--- config.mk ---
export PLATFORM = sky130hd
export DESIGN_NAME = pipe_stage_reg
export DESIGN_NICKNAME = d
export VERILOG_FILES = /design/src/rtl/pipe_stage_reg.sv
export SDC_FILE = /design/constraint.sdc
export NUM_CORES = 1
export LEC_CHECK = 0
export CORE_ASPECT_RATIO = 0.7
export CORE_MARGIN = 8
export CORE_UTILIZATION = 49
export DETAILED_ROUTE_END_ITERATION = 10
export GPL_TIMING_DRIVEN = 0
export PLACE_DENSITY_LB_ADDON = 0.12
export SETUP_SLACK_MARGIN = 0.3
export SYNTH_ARGS = -nofsm -noshare
export SYNTH_HDL_FRONTEND = slang
export SYNTH_SLANG_ARGS = --single-unit
--- constraint.sdc ---
create_clock -name clk -period 1.81 [get_ports clk]
set_input_delay 0.362 -clock clk [delete_from_list [all_inputs] [get_ports clk]]
set_output_delay 0.362 -clock clk [all_outputs]
set_load 0.01 [all_outputs]
--- src/rtl/pipe_stage_reg.sv ---
// Generic pipeline stage register with valid/ready handshakes on both sides, optional
// two-entry skid buffer, flush, occupancy report and a saturating back-pressure counter.
module pipe_stage_reg #(
  parameter int unsigned          DATA_W    = 65,
  parameter logic [DATA_W-1:0]    RESET_VAL = '0,
  parameter int unsigned          SKID      = 1,
  parameter int unsigned          CNT_W     = 16
) (
  input  logic              clk,
  input  logic              rst_n,
  input  logic              flush,
  input  logic              clr_stats,
  input  logic              in_valid,
  output logic              in_ready,
  input  logic [DATA_W-1:0] in_data,
  output logic              out_valid,
  input  logic              out_ready,
  output logic [DATA_W-1:0] out_data,
  output logic [1:0]        occupancy,
  output logic [CNT_W-1:0]  stall_cnt
);

  typedef enum logic [1:0] {StEmpty, StOne, StTwo} state_e;

  localparam logic [CNT_W-1:0] CntMax = '1;

  state_e            state_q, state_d;
  logic [DATA_W-1:0] main_q, main_d;
  logic [DATA_W-1:0] skid_d, skid_val;
  logic [CNT_W-1:0]  cnt_q, cnt_d;
  logic              in_fire, out_fire;

  assign out_valid = (state_q != StEmpty);
  assign in_fire   = in_valid & in_ready;
  assign out_fire  = out_valid & out_ready;
  assign out_data  = main_q;
  assign stall_cnt = cnt_q;

  always_comb begin
    state_d = state_q;
    main_d  = main_q;
    skid_d  = skid_val;
    if (flush) begin
      state_d = StEmpty;
      main_d  = RESET_VAL;
      skid_d  = RESET_VAL;
    end else begin
      unique case (state_q)
        StEmpty: begin
          if (in_fire) begin
            state_d = StOne;
            main_d  = in_data;
          end
        end
        StOne: begin
          // Without a skid entry, in_ready implies out_ready while holding one entry.
          if (in_fire && (out_fire || SKID == 0)) begin
            main_d = in_data;
          end else if (in_fire) begin
            state_d = StTwo;
            skid_d  = in_data;
          end else if (out_fire) begin
            state_d = StEmpty;
          end
        end
        StTwo: begin
          if (out_fire) begin
            state_d = StOne;
            main_d  = skid_val;
          end
        end
        default: state_d = StEmpty;
      endcase
    end
  end

  always_comb begin
    occupancy = 2'd0;
    unique case (state_q)
      StOne:   occupancy = 2'd1;
      StTwo:   occupancy = 2'd2;
      default: occupancy = 2'd0;
    endcase
  end

  always_comb begin
    cnt_d = cnt_q;
    if (clr_stats) begin
      cnt_d = '0;
    end else if (out_valid && !out_ready && cnt_q != CntMax) begin
      cnt_d = cnt_q + 1'b1;
    end
  end

  always_ff @(posedge clk) begin
    if (!rst_n) begin
      state_q <= StEmpty;
      main_q  <= RESET_VAL;
      cnt_q   <= '0;
    end else begin
      state_q <= state_d;
      main_q  <= main_d;
      cnt_q   <= cnt_d;
    end
  end

  if (SKID != 0) begin : g_skid
    logic [DATA_W-1:0] skid_q;
    logic              in_ready_q;

    // Registered ready: looks only at the next state, never at the current inputs.
    always_ff @(posedge clk) begin
      if (!rst_n) begin
        skid_q     <= RESET_VAL;
        in_ready_q <= 1'b0;
      end else begin
        skid_q     <= skid_d;
        in_ready_q <= (state_d != StTwo);
      end
    end

    assign skid_val = skid_q;
    assign in_ready = in_ready_q;
  end else begin : g_no_skid
    assign skid_val = RESET_VAL;
    assign in_ready = ~out_valid | out_ready;
  end

endmodule

# Word-level counts from Yosys, hierarchy flattened
# Index checks and enable logic that the tools add are counted.
[word_totals] latchBits=0 elab_cells=40 output_inout_bits=85 ramBits=0 regBits=149 romBits=0 memories=0
[op_classes] eq_ne=7 add_sub_neg=1 div=0 mux=12 multipliers=0 bitwise_logic=4 n_shift=0 order_cmp=0 n_reduce_logical=11
[op_table] op="65-bit 2-to-1 mux" n=3
[op_table] op="65-bit one-hot mux with 3 select lines" n=1
[op_table] op="16-bit by 1-bit adder with 16-bit output (second input constant)" n=1
[op_table] op="16-bit inequality test (second input constant)" n=1
[op_table] op="2-bit 2-to-1 mux" n=6
[op_table] op="2-bit inequality test (second input constant)" n=4
[op_table] op="2-bit one-hot mux with 3 select lines" n=1
[op_table] op="2-bit one-hot mux with 2 select lines" n=1
[op_table] op="4-bit AND reduction" n=1
[op_table] op="2-bit OR reduction" n=2
[op_table] op="1-bit logical AND" n=3
[op_table] op="3-bit AND reduction" n=1
[op_table] op="3-bit nonzero test" n=1
[op_table] op="1-bit bitwise AND" n=2
[op_table] op="2-bit by 1-bit == test with 1-bit output (second input constant)" n=1
[op_table] op="2-bit == test (second input constant)" n=1
[op_table] op="2-bit zero test" n=1
[op_table] op="1-bit NOT" n=2
[op_table] op="2-bit nonzero test" n=1
[op_table] op="1-bit zero test" n=1

# Longest topological paths before layout
[logic_depth] ltp_word=8 mapped_depth=7

# Worst setup path before layout
# OpenSTA, ideal clock, no wires.
[synth_timing] kind="register -> register" from="register cnt_q[0] (netlist: stall_cnt[0])" to="register cnt_q[5] (netlist: stall_cnt[5])" arrival_ns=1.568 path_slack_ns=0.171 path_buffers=1 t_required_ns=1.740 setup_ns=0.070 stages_incl_launch_ff=7 path_cell_list="dfxtp_1 -> ha_1 -> nand3_1 -> nor4_4 -> buf_4 -> o21ai_0 -> a21oi_1"
[synth_via] elab_chain_cells=2
[synth_lines] item="start, declared" line_no="30" source="logic [CNT_W-1:0] cnt_q, cnt_d;"
[synth_lines] item="start signal, assigned" line_no="103" source="cnt_q <= cnt_d;"
[synth_lines] item="branches (longest 2 deep; another with 16-bit by 1-bit adder with 16-bit output)"
# Several ways; the timed one is not identified.
# A chain may end at the register's enable or synchronous reset.

# Worst setup path after layout
[layout_timing] from="register state_q[0]" to="register cnt_q[15] (netlist: stall_cnt[15])"
[layout_via] elab_chain_cells=3
[layout_lines] item="start, declared" line_no="27" source="state_e state_q, state_d;"
[layout_lines] item="start signal, assigned" line_no="97" source="state_q <= StEmpty;"
[layout_lines] item="start signal, assigned" line_no="101" source="state_q <= state_d;"
[layout_lines] item="2-bit nonzero test" line_no="33" source="assign out_valid = (state_q != StEmpty);"
[layout_lines] item="1-bit logical AND (2 in a row)" line_no="90" source="end else if (out_valid && !out_ready && cnt_q != CntMax) begin"
# No other way between the ends.

==> impl_metrics.toml <==
[min_path]
worstHoldPathType = "in -> reg"
holdPathStages = 3
min_to = "in_ready"
hp-start = "out_ready"

[logic_synthesis]
syn_area_mm2 = 0.00612
synth_top_family_by_area = "simple AND/OR/NAND/NOR gates"
synth_seq_cells = 149
synth_cells = 694
synth_edf_count = 0
synth_compound_area_frac = 0.175
synthAdderAreaFrac = 0.00204
yosysWarnings = 0
yosysSeqAreaShare = 0.487
synth.largest_area_cell = "dfxtp_1"
synth_area_per_cell_um2 = 8.83
synth-async-reset-ratio = 0
synth_top_area_frac = 0.487
synth_xor_area_frac = 0
synth_area_leaders = "dfxtp_1 (49%), mux2i_1 (11%), nand2_1 (8.5%)"
synth-simple-area-share = 0.181
synth_fp_nets = 766
synthMuxAreaShare = 0.108
synth_ff_type = "dfxtp_1"
synth_cell_types = 39

[critical_path]
r2r-end = "stall_cnt[15]"
reg2reg_depth = 8
startpoint_type = "register"
arrival_ns = 2.26
r2r-start = "state_q[0]"
ff2ff_setup_slack_ns = -0.14
cp_max_fo = 5
endpoint_kind = "register"
path_class = "reg -> reg"
worstPathRequired_ns = 2.12

[routing]
via_per_inst = 6.58
antenna_left = 0
firstDrtPassIters = 9
drc = 0
avgRoutedWirePerCell_um = 28.8
drt_iter0_markers = 645
drt_wl_total_mm = 32.8
vias = 7509

[timing]
tightestPinTransition_ns = 0.800
rsz0062_at_grt = "true"
fin_setup_tns_ns = -5.45
skew_ns = 0.00722
hold_viol = 0
slew_viol_final = 0
max-slew-margin-rel = 0.467
post-route-period-util = 1.08
min_period_ns = 1.95
setup_ws_ns = -0.144
fmax_mhz = 512
setup_viol = 107

[global_route]
grt_pass1_vias = 6803
grt_usage = 0.289
grt_pass1_wl_mm = 37.0
antenna_found_initial = 1
grt_max_degree = 17
overflow = 0

[power]
cellPowerDensity_mw_per_mm2 = 686
ir_worst_vdd_uv = 817
leakagePower_nw = 5.28

[finish]
final_cells = 1141
final_cell_mix = "dfxtp_1 (130), dlygate4sd2_1 (80), nand2_4 (75)"
nets = 1037
final_layout_size_suffix_gt1_frac = 0.503
area_growth_pct = 93.6
layout_commonest_cell = "dfxtp_1"

[clock_network]
cts_tree = "done"
htree_num_levels = 4
insertion_delay_ns = 0.43
cts.reportedPaths.clkPinSlew_ns = 0.07
cts_buffers = 17
cts_sinks = 149
ctsLongestPathBuffers = 2
postCtsHoldBufs = 0
cts_root_buf = "clkbuf_16"

[placement]
placed_cells = 1010
dp_slack_ns = -0.619
dpl.hpwl_mm = 12.8
gp_congestion = 0.837
portBuffers = 154

[floorplanning]
io_pins = 156
die_x_um = 150
die_area_mm2 = 0.0164
core_area_mm2 = 0.0123
die_h_um = 110
floorplan.initialDensity = 0.498
fp-row-count = 34

[job]
max-cap-violations = 0

[run_status]
violations = "negative setup slack"
status = "finished with violations"
## through the flow
step	cell area [um^2]	utilization	hold WS, ns	power (mW)
floorplan	6130	-	0.436	3.71
global placement	7880	0.641	0.441	4.07
detailed placement	7880	0.641	0.446	4.09
CTS	10500	0.853	0.274	7.76
global route	11900	0.964	0.329	8.28
finish	11900	0.965	0.325	8.14
## registers in the layout, summed over array words and instances (netlist names)
signal         count
g_skid.skid_q     65
out_data          65
in_ready           1
stall_cnt         16
state_q            2
## cells by family after synthesis
| family | Yosys count |
|---|---|
| multiplexers | 66 |
| buffers and inverters | 57 |
| AND/OR/NAND/NOR | 255 |
| adder cells (fa/ha/maj) | 1 |
| flip-flops | 149 |
| AO/OA/AOI/OAI | 166 |
## critical path, stage by stage, from the launching register on
cell	delay (ns)
dfxtp_4	0.37
buf_6	0.12
buf_6	0.10
buf_6	0.11
o21bai_4	0.11
nor4b_4	0.48
buf_4	0.20
a21oi_2	0.06
nor3_1	0.28
## synthesized netlist by cell type (all sizes together), types with 2 or more instances
library cell,n
mux2i,66
a211oi,67
nand3,7
buf,31
and4,4
nand2,138
or4,4
and3,3
a31oi,2
or3,6
nand4,6
a21oi,74
clkbuf,25
nand2b,5
or2,2
nor3,2
o31ai,5
dfxtp,149
nor2b,4
o21ai,8
nor2,69
o211ai,3
## power by group
group          internal (mW)  leakage (nW)  switching (mW)  total (mW)
logic                  0.567          3.80           0.616        1.18
clock network           1.98         0.264            1.61        3.59
registers               3.32          1.22          0.0504        3.37
## final cells by class
cell class              instances  area, um^2
repair buffers                252        2930
flip-flops and latches        149        3040
plain buffers                  56         723
well taps                     162         203
multi-input cells             488        4390
diodes                          1        2.50
clock buffers                  19         453
inverters                       1        3.75
clock inverters                13         124
fillers                       214         434
## metal layers
metal  global-route usage  wire length [um]
met1                0.353             11800
met2                0.471             15200
met3               0.0810              3620
met4                0.132              2110
met5                    0                 0
## worst max path at each step
stage,startpoint,to,slack (ns),cells after the start
finish,state_q[0],stall_cnt[15],-0.14,8
global route,state_q[0],stall_cnt[15],-0.34,8
CTS,state_q[0],occupancy[1],0.03,6
detailed placement,flush,out_data[62],-0.62,6
global placement,rst_n,out_data[15],-0.62,6
floorplan,state_q[1],g_skid.skid_q[14],0.30,7
## repair_timing
action / CTS / global route
resized for setup: 406 / 295
endpoints found under the setup margin: 231 / 160
setup buffers: 44 / 26
cloned: 26 / 2
pin swaps: 98 / 152
No activity file was read; power rests on OpenSTA's default activity.
